[config.mk]
export PLATFORM = sky130hd
export DESIGN_NAME = proximity_sequencer
export DESIGN_NICKNAME = d
export VERILOG_FILES = /design/src/rtl/proximity_sequencer.sv
export SDC_FILE = /design/constraint.sdc
export NUM_CORES = 1
export LEC_CHECK = 0
export CAP_MARGIN = 10
export CORE_UTILIZATION = 55
export CTS_BUF_LIST = sky130_fd_sc_hd__clkbuf_8 sky130_fd_sc_hd__clkbuf_16
export CTS_CLUSTER_DIAMETER = 50
export CTS_CLUSTER_SIZE = 10
export DETAILED_ROUTE_END_ITERATION = 10
export DONT_BUFFER_PORTS = 1
export PLACE_DENSITY = 0.73
export SYNTH_ARGS = -nofsm -noshare
export SYNTH_HDL_FRONTEND = slang
export SYNTH_SLANG_ARGS = --single-unit
[constraint.sdc]
create_clock -name clk -period 2.31 [get_ports clk]
set_clock_uncertainty 0.1 [all_clocks]
set_input_delay 0.693 -clock clk [delete_from_list [all_inputs] [get_ports clk]]
set_output_delay 0.693 -clock clk [all_outputs]
set_load 0.05 [all_outputs]
[src/rtl/proximity_sequencer.sv]
// -----------------------------------------------------------------------------
// proximity_sequencer
//
// Pulses an IR emitter once every PERIOD clocks, samples the (asynchronous)
// sensor output SETTLE cycles into each burst, and debounces the samples
// into a stable object-present flag.
//
// Parameters
//   PERIOD    clocks between successive emitter bursts (4 .. 2^20)
//   SETTLE    emitter-on cycles before the sample is taken (1 .. PERIOD-2)
//   DEBOUNCE  consecutive disagreeing samples needed to flip proximity (1 .. 255)
//
// Ports
//   clk            single clock, rising edge
//   reset_n        asynchronous active-low reset
//   enable         runs the burst/sample sequence while high
//   proximity_out  raw IR sensor output, asynchronous to clk
//   emitter_en     IR emitter drive (registered)
//   proximity      debounced object-present flag
//   detect_pulse   one-cycle pulse on a 0->1 proximity change
//   release_pulse  one-cycle pulse on a 1->0 proximity change
//   sample_valid   one-cycle pulse after every completed sample
//   LED2           proximity delayed by one register stage
// -----------------------------------------------------------------------------
module proximity_sequencer #(
  parameter int PERIOD   = 50000,
  parameter int SETTLE   = 100,
  parameter int DEBOUNCE = 4
) (
  input  logic clk,
  input  logic reset_n,
  input  logic enable,
  input  logic proximity_out,
  output logic emitter_en,
  output logic proximity,
  output logic detect_pulse,
  output logic release_pulse,
  output logic sample_valid,
  output logic LED2
);

  // The period counter only ever holds 0 .. PERIOD-1 and the debounce
  // counter 0 .. DEBOUNCE-1, so neither can wrap.
  localparam int CNT_W = $clog2(PERIOD);
  localparam int DB_W  = $clog2(DEBOUNCE + 1);

  localparam logic [CNT_W-1:0] SETTLE_LAST = CNT_W'(SETTLE - 1);
  localparam logic [CNT_W-1:0] PERIOD_LAST = CNT_W'(PERIOD - 1);
  localparam logic [DB_W-1:0]  DB_LAST     = DB_W'(DEBOUNCE - 1);

  typedef enum logic [1:0] {
    ST_IDLE,
    ST_SETTLE,
    ST_SAMPLE,
    ST_WAIT
  } state_t;

  state_t           state_q, state_d;
  logic [CNT_W-1:0] period_cnt_q, period_cnt_d;
  logic [DB_W-1:0]  db_cnt_q, db_cnt_d;

  logic sync_meta, sync_q;

  logic emitter_d;
  logic proximity_d;
  logic detect_d;
  logic release_d;
  logic sample_valid_d;
  logic sample_now;

  // ---------------------------------------------------------------------------
  // State register (plus the two counters that pace it)
  // ---------------------------------------------------------------------------
  // NOTE: every clocked block uses non-blocking assignments so all registers
  // update together from pre-edge values, independent of statement order.
  always_ff @(posedge clk or negedge reset_n) begin
    if (!reset_n) begin
      state_q      <= ST_IDLE;
      period_cnt_q <= '0;
      db_cnt_q     <= '0;
    end else begin
      state_q      <= state_d;
      period_cnt_q <= period_cnt_d;
      db_cnt_q     <= db_cnt_d;
    end
  end

  // ---------------------------------------------------------------------------
  // Next-state logic
  // ---------------------------------------------------------------------------
  // NOTE: each combinational block assigns a default to every output first,
  // so no path leaves a signal unassigned and no latch is inferred.
  always_comb begin
    state_d = state_q;
    if (!enable) begin
      // Dropping enable abandons the sequence immediately, mid-sample or not.
      state_d = ST_IDLE;
    end else begin
      unique case (state_q)
        ST_IDLE:   state_d = ST_SETTLE;
        ST_SETTLE: if (period_cnt_q == SETTLE_LAST) state_d = ST_SAMPLE;
        ST_SAMPLE: state_d = ST_WAIT;
        ST_WAIT:   if (period_cnt_q == PERIOD_LAST) state_d = ST_SETTLE;
        default:   state_d = ST_IDLE;
      endcase
    end
  end

  // The counter restarts at 0 on every SETTLE entry (from IDLE or WAIT) and
  // is parked at 0 in IDLE, so each period spans counts 0 .. PERIOD-1.
  always_comb begin
    period_cnt_d = period_cnt_q + CNT_W'(1);
    if (state_d == ST_IDLE) begin
      period_cnt_d = '0;
    end else if (state_d == ST_SETTLE && state_q != ST_SETTLE) begin
      period_cnt_d = '0;
    end
  end

  // ---------------------------------------------------------------------------
  // Output / datapath logic
  // ---------------------------------------------------------------------------
  // The sample is only committed if enable is still high on the SAMPLE edge.
  assign sample_now = (state_q == ST_SAMPLE) && enable;

  always_comb begin
    emitter_d      = (state_d == ST_SETTLE) || (state_d == ST_SAMPLE);
    db_cnt_d       = db_cnt_q;
    proximity_d    = proximity;
    detect_d       = 1'b0;
    release_d      = 1'b0;
    sample_valid_d = 1'b0;

    if (state_d == ST_IDLE) begin
      db_cnt_d = '0;
    end else if (sample_now) begin
      sample_valid_d = 1'b1;
      if (sync_q == proximity) begin
        db_cnt_d = '0;
      end else if (db_cnt_q == DB_LAST) begin
        // This disagreeing sample completes the run: flip the flag.
        db_cnt_d    = '0;
        proximity_d = sync_q;
        detect_d    = sync_q;
        release_d   = ~sync_q;
      end else begin
        db_cnt_d = db_cnt_q + DB_W'(1);
      end
    end
  end

  // ---------------------------------------------------------------------------
  // Registered outputs and sensor synchronizer
  // ---------------------------------------------------------------------------
  always_ff @(posedge clk or negedge reset_n) begin
    if (!reset_n) begin
      sync_meta     <= 1'b0;
      sync_q        <= 1'b0;
      emitter_en    <= 1'b0;
      proximity     <= 1'b0;
      detect_pulse  <= 1'b0;
      release_pulse <= 1'b0;
      sample_valid  <= 1'b0;
      LED2          <= 1'b0;
    end else begin
      sync_meta     <= proximity_out;
      sync_q        <= sync_meta;
      emitter_en    <= emitter_d;
      proximity     <= proximity_d;
      detect_pulse  <= detect_d;
      release_pulse <= release_d;
      sample_valid  <= sample_valid_d;
      LED2          <= proximity;
    end
  end

endmodule

---- Word-level counts from Yosys, hierarchy flattened ----
Index checks and enable logic that the tools add are counted.
cells by class
  add/subtract/negate cells ............... 2
  eq/ne operators ......................... 10
  multiplexer cells ....................... 20
  bitwise logic cells ..................... 3
  reduce and logical (&&, ||, !) cells .... 7
operator list
  operator                                                                 count
  16-bit 2-to-1 mux                                                        2
  16-bit by 1-bit adder with 16-bit output, second input constant          1
  16-bit == test, second input constant                                    1
  16-bit by 7-bit == test with 1-bit output, second input constant         1
  3-bit 2-to-1 mux                                                         4
  1-bit 2-to-1 mux                                                         10
  2-bit one-hot mux with 4 select lines                                    1
  2-bit == test, second input constant                                     3
  2-bit 2-to-1 mux                                                         3
  2-bit by 1-bit == test with 1-bit output, second input constant          2
  2-bit logical NOT                                                        2
  4-bit AND reduction                                                      1
  3-bit by 1-bit adder with 3-bit output, second input constant            1
  3-bit by 2-bit == test with 1-bit output, second input constant          1
  1-bit inverter                                                           3
  1-bit logical AND                                                        2
  2-bit by 1-bit inequality test with 1-bit output, second input constant  1
  2-bit nonzero test                                                       1
  1-bit == test                                                            1
  1-bit logical OR                                                         1
word-level totals
  register bits ........................... 29
  bits of input ports ..................... 4
  output and inout port bits .............. 6
  logic and storage cells ................. 53

---- Longest topological paths before layout ----
Gate-level depths: netlist of run 1.
  word-level depth ........................ 8
  gate-level depth with buffers ........... 9
  depth with buffers taken out ............ 8

---- Worst setup path after synthesis of run 1 ----
Ideal clock, no wire load.
  kind .................................... register to register
  from .................................... reg period_cnt_q[0]
  to ...................................... reg period_cnt_q[10]
  setup time .............................. 0.132 ns
  arrival ................................. 2.238 ns
  required time ........................... 2.078 ns
  slack ................................... -0.160 ns
  stages on the path, launching flop included .. 9
  path buffers ............................ 1
  period minus slack after synthesis ...... 2.470 ns
  path through ............................ dfrtp_1 -> ha_1 -> or4b_1 -> or3_1 -> nand2_1 -> ha_1 -> a21o_1 -> clkbuf_1 -> nor2_1
on the way
  longest elaborated chain between the ends .. 8
  elaborated cells on any way between the ends .. 12
  those cells by class .................... add/sub: 1; eq/ne: 3; mux: 6; reduce/logical: 2
RTL lines
  what                                                                                line      source
  from (decl)                                                                         59        logic [CNT_W-1:0] period_cnt_q, period_cnt_d;
  from (signal assigned)                                                              83        period_cnt_q <= period_cnt_d;
  16-bit == test / 16-bit by 7-bit == test with 1-bit output (equally long branches)  103, 101
  2-bit 2-to-1 mux (on tied branches)                                                 103, 101
  2-bit one-hot mux with 4 select lines                                               99        unique case (state_q)
  2-bit 2-to-1 mux                                                                    95        if (!enable) begin
  2-bit by 1-bit == test with 1-bit output                                            115       end else if (state_d == ST_SETTLE && state_q != ST_SETTLE) begin
  1-bit logical AND                                                                   115
  16-bit 2-to-1 mux                                                                   115
  16-bit 2-to-1 mux *                                                                 113       if (state_d == ST_IDLE) begin
  via period_cnt_d[10]                                                                59
The timed path passes the listed nets; every way through them passes the cells marked *.
A chain may end at the register's enable or synchronous reset.

---- Final worst setup path of run 1 ----
  from .................................... reg period_cnt_q[0]
  to ...................................... reg period_cnt_q[13]
on the way
  longest elaborated chain between the ends .. 8
  elaborated cells on any way between the ends .. 12
  those cells by class .................... add/sub: 1; eq/ne: 3; mux: 6; reduce/logical: 2
RTL lines
  what                                                                                line      source
  16-bit == test / 16-bit by 7-bit == test with 1-bit output (equally long branches)  103, 101
  2-bit 2-to-1 mux (on tied branches)                                                 103, 101
  2-bit one-hot mux with 4 select lines *                                             99
  2-bit 2-to-1 mux *                                                                  95
  via state_d[0]                                                                      58        state_t state_q, state_d;
  2-bit by 1-bit == test with 1-bit output                                            115
  1-bit logical AND                                                                   115
  16-bit 2-to-1 mux                                                                   115
  16-bit 2-to-1 mux *                                                                 113
  via period_cnt_d[13]                                                                59
Marks and branches as above.

==> results of run 1 <==
==> repair_timing <==
item	CTS	global route
hold buffers	1	0
setup endpoints to repair	18	23
gates cloned	0	1
gates resized for setup	7	8
endpoints found under the hold margin	29	0
pin swaps	3	7
setup buffers	1	2
==> worst max path at each step <==
stage / from / to / slack [ns] / cells after the start
6_report: period_cnt_q[0] / period_cnt_q[13] / -0.03 / 7
5_1_grt: period_cnt_q[12] / proximity / -0.09 / 8
4_1_cts: period_cnt_q[11] / proximity / 0.0003 / 8
3_5_place_dp: period_cnt_q[11] / period_cnt_q[5] / -0.17 / 7
3_3_place_gp: period_cnt_q[11] / period_cnt_q[6] / -0.11 / 7
2_1_floorplan: period_cnt_q[0] / period_cnt_q[12] / 0.01 / 8
==> Yosys cell counts (2+ instances only) <==
cell type,n
a21o_1,2
a21oi_1,4
and2_1,2
and3_1,3
dfrtp_1,29
ha_1,4
inv_1,2
nand2_1,5
nand3_1,7
nand4_1,5
nor2_1,18
nor2b_1,2
nor3_1,3
nor4_1,5
o21ai_0,4
or3_1,4
xnor2_1,8
xor2_1,4
==> per-layer routing <==
layer | vias to the layer above | track usage
li1 | 487 | -
met3 | 7 | 0.0982
met2 | 31 | 0.393
met1 | 512 | 0.308
met5 | - | 0
met4 | 0 | 0.148
==> final cells by class <==
cell class | instances | area, sq um
multi-input cells | 91 | 672
flip-flops and latches | 29 | 726
fillers | 145 | 559
inverters | 2 | 7.51
repair buffers | 18 | 148
well taps | 28 | 35.0
clock inverters | 1 | 3.75
clock buffers | 6 | 82.6
==> layout by cell type (no fill, tap or decap), types with 2 or more instances in the layout <==
cell type,n
o21ai_0,3
nor3_4,2
and2_1,2
ha_2,2
inv_1,3
nor2_1,18
nor4_1,3
dfrtp_1,29
clkbuf_8,6
nand4_1,5
nand2_1,5
buf_4,17
and3_1,2
a21o_4,2
or3_1,4
nand3_1,7
xor2_1,4
nor2b_1,2
a21oi_1,4
xnor2_1,8
==> cell families after synthesis <==
logic type | Yosys count | share of synthesized area
DFF | 29 | 0.553
adders and majority gates | 4 | 0.0381
and+or+nand+nor | 60 | 0.245
muxes | 1 | 0.00858
buffers and inverters | 4 | 0.0124
AOI/OAI and AO/OA | 13 | 0.0629
xor gates and xnor gates | 12 | 0.0801
==> power by group through the flow <==
stage	Sequential (mW)	Clock, mW	Combinational [mW]
2_1_floorplan	0.531	0	0.0198
3_3_place_gp	0.531	0	0.0283
3_5_place_dp	0.531	0	0.0290
4_1_cts	0.522	0.417	0.0486
5_1_grt	0.522	0.437	0.0627
6_report	0.522	0.407	0.0576
==> flow_metrics.env, run 1 <==
export IMPL_synthTopCellsByArea="dfrtp_1 (55%), xnor2_1 (5.3%), nor2_1 (5.1%)"
export IMPL_dr_first_iter_drc_count=25
export IMPL_rrSetupSlack_ns=-0.03
export IMPL_slowest_stage="or4b_4"
export IMPL_rsz0062_at_grt="true"
export IMPL_largest_register_ffs=16
export IMPL_arrival_ns=2.44
export IMPL_grt_ovfl_total=0
export IMPL_total_power_uw=986
export IMPL_r2r_end="period_cnt_q[13]"
export IMPL_synth_seq_cells=29
export IMPL_cts_buffers=5
export IMPL_final_nets=155
export IMPL_start_util=0.588
export IMPL_drive_gt1_frac=0.272
export IMPL_synthCells=123
export IMPL_tns_ns=-0.0536
export IMPL_maxSlewHeadroom=0.626
export IMPL_power_internal_uw=771
export IMPL_ys_warn_count=0
export IMPL_violations="setup timing"
export IMPL_met1Wirelength_um=1320
export IMPL_ir_drop_mv=0.547
export IMPL_insertion_delay_ns=0.28
export IMPL_grt_start_max_net_pins=30
export IMPL_cts_sinks=29
export IMPL_final_setup_viol_count=5
export IMPL_antenna_found_initial=0
export IMPL_core_area_sq_um=2230
export IMPL_reg2regPathDepth=7
export IMPL_holdCritPathClass="input pin to async pin"
export IMPL_critPathMaxStageDelay_ns=0.48
export IMPL_period_share=1.01
export IMPL_postSynthAreaPerCell_sq_um=10.7
export IMPL_slew_violations=0
export IMPL_drc=0
export IMPL_tightest_slew_ns=0.562
export IMPL_diodes=0
export IMPL_synth_top_area_share=0.553
export IMPL_synthFlopType="dfrtp_1"
export IMPL_wire_per_inst_um=16.4
export IMPL_clkPwrFrac=0.412
export IMPL_place_congestion=0.826
export IMPL_pwr_share_comb=0.058
export IMPL_cpMostUsedCell="ha_2"
export IMPL_clockBufferDepth=2
export IMPL_synth_edf_count=0
export IMPL_cp_buffers_inverters=0
export IMPL_postRouteAntennaNets=0
export IMPL_rr_startpoint="period_cnt_q[0]"
export IMPL_finalCriticalPeriod_ns=2.34
export IMPL_whs_ns=0.128
export IMPL_cts_tree="done"
export IMPL_vias=1037
export IMPL_grt_pass1_wl_um=4650
export IMPL_crit_type="register to register"
export IMPL_synthDistinctLibCells=30
export IMPL_reg_top3="period_cnt_q: 16 flops, db_cnt_q: 3 flops, state_q: 2 flops"
export IMPL_syn_cell_area_sq_um=1310
export IMPL_leakage_nw=0.753
export IMPL_pwr_share_seq=0.529
export IMPL_powerDensity_nw_per_um2=589
export IMPL_worstPathCellList="ha_2 -> or4b_4 -> or3_1 -> and2_1 -> ha_2 -> a21o_4 -> a21oi_1"
export IMPL_die_x_um=50.9
export IMPL_yosysSeqAreaShare=0.553
export IMPL_grt_pass1_vias=1037
export IMPL_clkSlewWorstSetupHoldPaths_ns=0.06
export IMPL_hold_viol_final=0
export IMPL_dieHeight_um=50.9
export IMPL_num_rows=17
export IMPL_die_area_sq_um=2590
export IMPL_dp_hpwl_um=1870
export IMPL_max_cap_violations=0
export IMPL_cpLargestDelayFamily="simple AND/OR/NAND/NOR gates"
export IMPL_io_buffers=0
export IMPL_dp_cells=163
export IMPL_area_growth_pct=27.6
export IMPL_fin_util=0.750
export IMPL_status="finished, violations left"
export IMPL_synth_nets=131
export IMPL_ioPinCount=10
export IMPL_maxUsedRoutingLayer="met4"
export IMPL_p_sw_frac=0.218
export IMPL_worstSetupEndpointType="register"
export IMPL_avgViaCountPerCell=5.93
export IMPL_dr_pass1_iters=4
export IMPL_async_reset_ff_frac=1.00
export IMPL_dr_wl_met2_um=1340
export IMPL_cp_max_fo=7
export IMPL_dp_slack_ns=-0.171
export IMPL_placed_cell_area_sq_um=1450
export IMPL_largest_register="period_cnt_q"
export IMPL_fmax_ghz=0.428
export IMPL_wl_um=2880
export IMPL_cts_max_level=2
export IMPL_switchingPower_uw=215
export IMPL_synth_top_cell_by_area="dfrtp_1"
export IMPL_clock_root_buffer="clkbuf_8"
export IMPL_setup_slack_ns=-0.0270
export IMPL_met3_length_um=160
export IMPL_start_kind="register"
export IMPL_instances_no_fill=175
export IMPL_cp_required_ns=2.41
export IMPL_final_cell_area_sq_um=1670
export IMPL_grt_total_usage=0.257
No activity file was read; power rests on OpenSTA's default activity.
==> run 2, diff against run 1 <==
--- a/config.mk
+++ b/config.mk
@@ -6,13 +6,12 @@
 export NUM_CORES = 1
 export LEC_CHECK = 0
 export CAP_MARGIN = 10
-export CORE_UTILIZATION = 55
+export CORE_UTILIZATION = 45
 export CTS_BUF_LIST = sky130_fd_sc_hd__clkbuf_8 sky130_fd_sc_hd__clkbuf_16
 export CTS_CLUSTER_DIAMETER = 50
 export CTS_CLUSTER_SIZE = 10
 export DETAILED_ROUTE_END_ITERATION = 10
 export DONT_BUFFER_PORTS = 1
-export PLACE_DENSITY = 0.73
 export SYNTH_ARGS = -nofsm -noshare
 export SYNTH_HDL_FRONTEND = slang
 export SYNTH_SLANG_ARGS = --single-unit
==> run 2 against run 1 <==
  * The flow still finishes with violations (setup timing)
  * Largest power group unchanged
  * Critical path type unchanged
  * Design area grew 6.4%
  * Fmax rose by 1.0%
  * Setup slack gained 0.023 ns
  * Power is 6.6% higher
  * Global-route usage down 5.4 points
  * Sequential share of layout area is 2.6 points lower
==> flow_metrics.env, run 2 (synthesized netlist as in run 1, its figures left out) <==
export IMPL_status="finished, violations left"
export IMPL_violations="setup timing"
export IMPL_postRouteAntennaNets=0
export IMPL_switchingPower_uw=238
export IMPL_dp_hpwl_um=1770
export IMPL_insertion_delay_ns=0.28
export IMPL_cp_buffers_inverters=0
export IMPL_total_power_mw=1.05
export IMPL_dieHeight_um=56.0
export IMPL_hold_viol_final=0
export IMPL_ioPinCount=10
export IMPL_drc=0
export IMPL_start_util=0.476
export IMPL_die_area_sq_um=3140
export IMPL_maxSlewHeadroom=0.591
export IMPL_largest_register="period_cnt_q"
export IMPL_reg2regPathDepth=7
export IMPL_num_rows=19
export IMPL_critPathMaxStageDelay_ns=0.50
export IMPL_max_cap_violations=0
export IMPL_wire_per_inst_um=16.5
export IMPL_cts_tree="done"
export IMPL_rr_startpoint="period_cnt_q[0]"
export IMPL_cpLargestDelayFamily="simple AND/OR/NAND/NOR gates"
export IMPL_whs_ns=0.124
export IMPL_grt_ovfl_total=0
export IMPL_cp_max_fo=8
export IMPL_wl_um=2990
export IMPL_reg_top3="period_cnt_q: 16 flops, db_cnt_q: 3 flops, state_q: 2 flops"
export IMPL_place_congestion=0.773
export IMPL_slew_violations=0
export IMPL_dp_slack_ns=-0.210
export IMPL_core_area_sq_um=2760
export IMPL_worstSetupEndpointType="register"
export IMPL_r2r_end="period_cnt_q[9]"
export IMPL_area_growth_pct=35.7
export IMPL_vias=1036
export IMPL_start_kind="register"
export IMPL_drive_gt1_frac=0.380
export IMPL_avgViaCountPerCell=5.72
export IMPL_slowest_stage="or4b_4"
export IMPL_diodes=0
export IMPL_holdCritPathClass="input pin to async pin"
export IMPL_powerDensity_nw_per_um2=590
export IMPL_cpMostUsedCell="ha_4"
export IMPL_tightest_slew_ns=0.609
export IMPL_rsz0062_at_grt="true"
export IMPL_setup_slack_ns=-0.00389
export IMPL_fin_util=0.646
export IMPL_rrSetupSlack_ns=-0.004
export IMPL_fmax_ghz=0.432
export IMPL_final_cell_mix="dfrtp_1 (29), buf_4 (18), nor2_1 (12)"
export IMPL_final_nets=157
export IMPL_grt_total_usage=0.203
export IMPL_clkSlewWorstSetupHoldPaths_ns=0.06
export IMPL_dr_first_iter_drc_count=27
export IMPL_dr_pass1_iters=4
export IMPL_period_share=1.00
export IMPL_ir_drop_mv=0.597
export IMPL_largest_register_ffs=16
export IMPL_cp_required_ns=2.43
export IMPL_arrival_ns=2.43
export IMPL_cts_sinks=29
export IMPL_io_buffers=0
export IMPL_clkPwrFrac=0.439
export IMPL_pwr_share_seq=0.498
export IMPL_final_common_cell="dfrtp_1"
export IMPL_crit_type="register to register"
export IMPL_grt_start_max_net_pins=30
export IMPL_power_internal_uw=813
export IMPL_fillers=208
export IMPL_cts_max_level=2
export IMPL_placed_cell_area_sq_um=1460
export IMPL_grt_pass1_wl_um=4670
export IMPL_antenna_found_initial=0
export IMPL_p_sw_frac=0.227
export IMPL_final_cell_area_sq_um=1780
export IMPL_final_setup_viol_count=3
export IMPL_grt_pass1_vias=961
export IMPL_clockBufferDepth=2
export IMPL_leakage_nw=0.775
export IMPL_pwr_share_comb=0.063
export IMPL_worstPathCellList="ha_4 -> or4b_4 -> or3_4 -> and2_4 -> ha_4 -> a21o_4 -> nor2_2"
export IMPL_cts_buffers=5
export IMPL_clock_root_buffer="clkbuf_8"
export IMPL_die_x_um=56.0
export IMPL_finalCriticalPeriod_ns=2.31
export IMPL_path_depth=7
run 2: cell count changes in the layout (fill, tap and decap cells not counted), sizes merged:
cell    delta
clkbuf     +1
buf        +2
clkinv     +1
inv        -1
run 2: repair_timing:
item / CTS / global route
endpoints found under the hold margin: 29 / 0
pin swaps: 2 / 9
setup buffers: 0 / 4
endpoints found under the setup margin: 18 / 19
gates resized for setup: 8 / 24
cloned: 0 / 1
hold buffers: 1 / 0
run 2: metrics by stage:
stage          cells  setup TNS [ns]
2_1_floorplan    123               0
3_3_place_gp     167           -1.46
3_5_place_dp     167           -3.16
4_1_cts          176               0
5_1_grt          181          -0.499
6_report         181        -0.00635
run 2: power groups by stage:
| stage | Clock (mW) | Sequential, mW | Combinational, mW |
|---|---|---|---|
| global placement | 0 | 0.531 | 0.0297 |
| finish | 0.462 | 0.524 | 0.0659 |
| detailed placement | 0 | 0.532 | 0.0312 |
| floorplan | 0 | 0.531 | 0.0198 |
| global route | 0.495 | 0.524 | 0.0741 |
| CTS | 0.472 | 0.523 | 0.0502 |
run 2: routing by layer:
layer	GRT usage	vias to the layer above	share of wire	wire, um
met4	0.101	0	0.025	74
met5	0	-	0	0
li1	-	492	-	-
met2	0.272	25	0.46	1370
met1	0.280	510	0.46	1380
met3	0.0860	9	0.055	166
run 2: how the worst max path moves through the flow:
stage,startpoint,to,slack (ns)
after global placement,period_cnt_q[1],period_cnt_q[8],-0.11
after CTS,period_cnt_q[1],period_cnt_q[8],0.004
after floorplan,period_cnt_q[0],period_cnt_q[12],0.01
final,period_cnt_q[0],period_cnt_q[9],-0.004
after global routing,period_cnt_q[0],period_cnt_q[13],-0.05
after detailed placement,period_cnt_q[10],period_cnt_q[2],-0.21
run 2: worst reg2reg max path: stages (launching register included):
cell	delay [ns]
dfrtp_1	0.40
ha_4	0.16
or4b_4	0.50
or3_4	0.37
and2_4	0.16
ha_4	0.17
a21o_4	0.27
nor2_2	0.12
run 2: area by class of cell:
class / instances / area [sq um] / area share
Clock buffer: 7 / 96.3 / 0.0541
Clock inverter: 1 / 5.00 / 0.00281
Inverter: 2 / 7.51 / 0.00421
Multi-Input combinational cell: 91 / 742 / 0.416
Sequential cell: 29 / 726 / 0.407
Tap cell: 31 / 38.8 / 0.0218
Timing Repair Buffer: 20 / 166 / 0.0934
==> run 3, diff against run 2 <==
--- a/config.mk
+++ b/config.mk
@@ -6,7 +6,8 @@
 export NUM_CORES = 1
 export LEC_CHECK = 0
 export CAP_MARGIN = 10
-export CORE_UTILIZATION = 45
+export CORE_MARGIN = 8
+export CORE_UTILIZATION = 40
 export CTS_BUF_LIST = sky130_fd_sc_hd__clkbuf_8 sky130_fd_sc_hd__clkbuf_16
 export CTS_CLUSTER_DIAMETER = 50
 export CTS_CLUSTER_SIZE = 10
==> run 3 against run 2 <==
  * The flow now finishes without violations
  * Cell count rose by 8.3%
  * Non-clock buffer count unchanged
  * Power fell by 0.92%
  * First-iteration DRC count increased by 48%
  * Combinational power fell by 3.3%
  * Clock power is 1% lower
  * Sequential power about the same
  * Global-route usage down 8.4 points
  * Fmax up 2.3%
  * Via count down 1.1%
  * Register-to-register slack improved by 0.05 ns
  * Critical path type unchanged
  * Critical endpoint is now proximity
  * Largest power group unchanged
==> flow_metrics.env, run 3 (synthesized netlist as in run 1, its figures left out) <==
export IMPL_diodes=0
export IMPL_dr_first_iter_drc_count=40
export IMPL_avgViaCountPerCell=5.23
export IMPL_critPathMaxStageDelay_ns=0.49
export IMPL_rsz0062_at_grt="true"
export IMPL_grt_total_usage=0.119
export IMPL_hold_viol_final=0
export IMPL_cp_required_ns=2.38
export IMPL_cts_sinks=29
export IMPL_clockBufferDepth=2
export IMPL_placed_cell_area_sq_um=1480
export IMPL_grt_ovfl_total=0
export IMPL_drive_gt1_frac=0.353
export IMPL_cpLargestDelayFamily="simple AND/OR/NAND/NOR gates"
export IMPL_fmax_ghz=0.442
export IMPL_reg_top3="period_cnt_q: 16 flops, db_cnt_q: 3 flops, state_q: 2 flops"
export IMPL_final_nets=157
export IMPL_insertion_delay_ns=0.28
export IMPL_maxSlewHeadroom=0.587
export IMPL_holdCritPathClass="input pin to async pin"
export IMPL_slowest_stage="or4b_4"
export IMPL_dieHeight_um=73.3
export IMPL_final_cell_mix="dfrtp_1 (28), buf_4 (19), nor2_1 (17)"
export IMPL_cp_buffers_inverters=0
export IMPL_cts_tree="done"
export IMPL_fillers=280
export IMPL_grt_start_max_net_pins=30
export IMPL_finalCriticalPeriod_ns=2.26
export IMPL_vias=1025
export IMPL_powerDensity_nw_per_um2=584
export IMPL_final_setup_viol_count=0
export IMPL_io_buffers=0
export IMPL_final_common_cell="dfrtp_1"
export IMPL_postRouteAntennaNets=0
export IMPL_largest_register_ffs=16
export IMPL_grt_pass1_vias=1024
export IMPL_area_growth_pct=35.9
export IMPL_cts_buffers=5
export IMPL_die_area_sq_um=5370
export IMPL_setup_slack_ns=0.0473
export IMPL_clkSlewWorstSetupHoldPaths_ns=0.06
export IMPL_dp_hpwl_um=1790
export IMPL_cts_max_level=2
export IMPL_crit_type="register to register"
export IMPL_final_cell_area_sq_um=1780
export IMPL_place_congestion=0.788
export IMPL_wire_per_inst_um=15.2
export IMPL_max_cap_violations=0
export IMPL_largest_register="period_cnt_q"
export IMPL_antenna_found_initial=0
export IMPL_dp_slack_ns=-0.193
export IMPL_drc=0
export IMPL_ir_drop_mv=0.327
export IMPL_slew_violations=0
export IMPL_core_area_sq_um=3230
export IMPL_total_power_mw=1.04
export IMPL_tightest_slew_ns=0.615
export IMPL_num_rows=21
export IMPL_period_share=0.980
export IMPL_dr_pass1_iters=4
export IMPL_worstSetupEndpointType="register"
export IMPL_grt_pass1_wl_um=4820
export IMPL_ioPinCount=10
export IMPL_cp_max_fo=7
export IMPL_fin_util=0.552
export IMPL_status="finished clean"
export IMPL_die_x_um=73.3
export IMPL_tns_ns=0
export IMPL_clock_root_buffer="clkbuf_8"
export IMPL_start_kind="register"
export IMPL_wl_um=2980
export IMPL_arrival_ns=2.34
export IMPL_leakage_nw=0.780
export IMPL_start_util=0.406
export IMPL_worstPathCellList="ha_2 -> or4b_4 -> or3_4 -> nand2_2 -> ha_4 -> nor3_4 -> and3_4 -> a21o_1"
run 3: cell counts in the layout (fill, tap and decap cells not counted):
Identical to the previous run, type by type.
run 3: area by class of cell:
type / instances / area [sq um] / area share
sequential: 29 / 727 / 0.407
inverter: 2 / 7.51 / 0.00421
clock buffer: 7 / 96.3 / 0.0540
tap: 46 / 57.6 / 0.0323
timing repair buffer: 20 / 163 / 0.0912
multi-input combinational: 91 / 728 / 0.408
clock inverter: 1 / 5.00 / 0.00281
run 3: per-stage QoR:
step / hold WS, ns / instances
after floorplan: 0.231 / 123
after global placement: 0.234 / 182
after detailed placement: 0.236 / 182
after CTS: 0.126 / 191
after global routing: 0.127 / 196
final: 0.124 / 196
run 3: timing repair:
item | in CTS | in global routing
pin swaps | 1 | 9
setup endpoints to repair | 20 | 20
resized for setup | 8 | 19
gates cloned | 0 | 1
buffers inserted | 0 | 4
hold buffers | 1 | 0
endpoints found under the hold margin | 29 | 0
run 3: worst register-to-register path: cells and delay by family (launching register included):
kind	cells	cell delay (ns)
AND/OR/NAND/NOR	5	1.18
adder cells (fa/ha/maj)	2	0.38
flip-flops	1	0.35
AO/OA/AOI/OAI	1	0.14
run 3: path summary, 6_finish.rpt:
path,to,cells past startpoint,slack [ns],startpoint
max in group asynchronous,period_cnt_q[14],1,1.80,reset_n
worst min register to register,sync_q,0,0.25,sync_meta
worst min-delay path,sync_q,1,0.12,reset_n
worst max-delay path,proximity,8,0.05,period_cnt_q[1]
worst max register to register,proximity,8,0.05,period_cnt_q[1]
min in group clk,sync_q,0,0.25,sync_meta
run 3: report_power, final:
| part | switching [mW] | internal (mW) |
|---|---|---|
| combinational | 0.0350 | 0.0287 |
| clock | 0.188 | 0.269 |
| sequential | 0.00744 | 0.515 |
| total | 0.230 | 0.812 |
run 3: metal layers:
metal	vias to the layer above	track usage	part of all wire
met4	0	0.0756	0.029
met2	23	0.175	0.47
met1	505	0.149	0.45
met5	-	0	0
li1	488	-	-
met3	9	0.0327	0.054
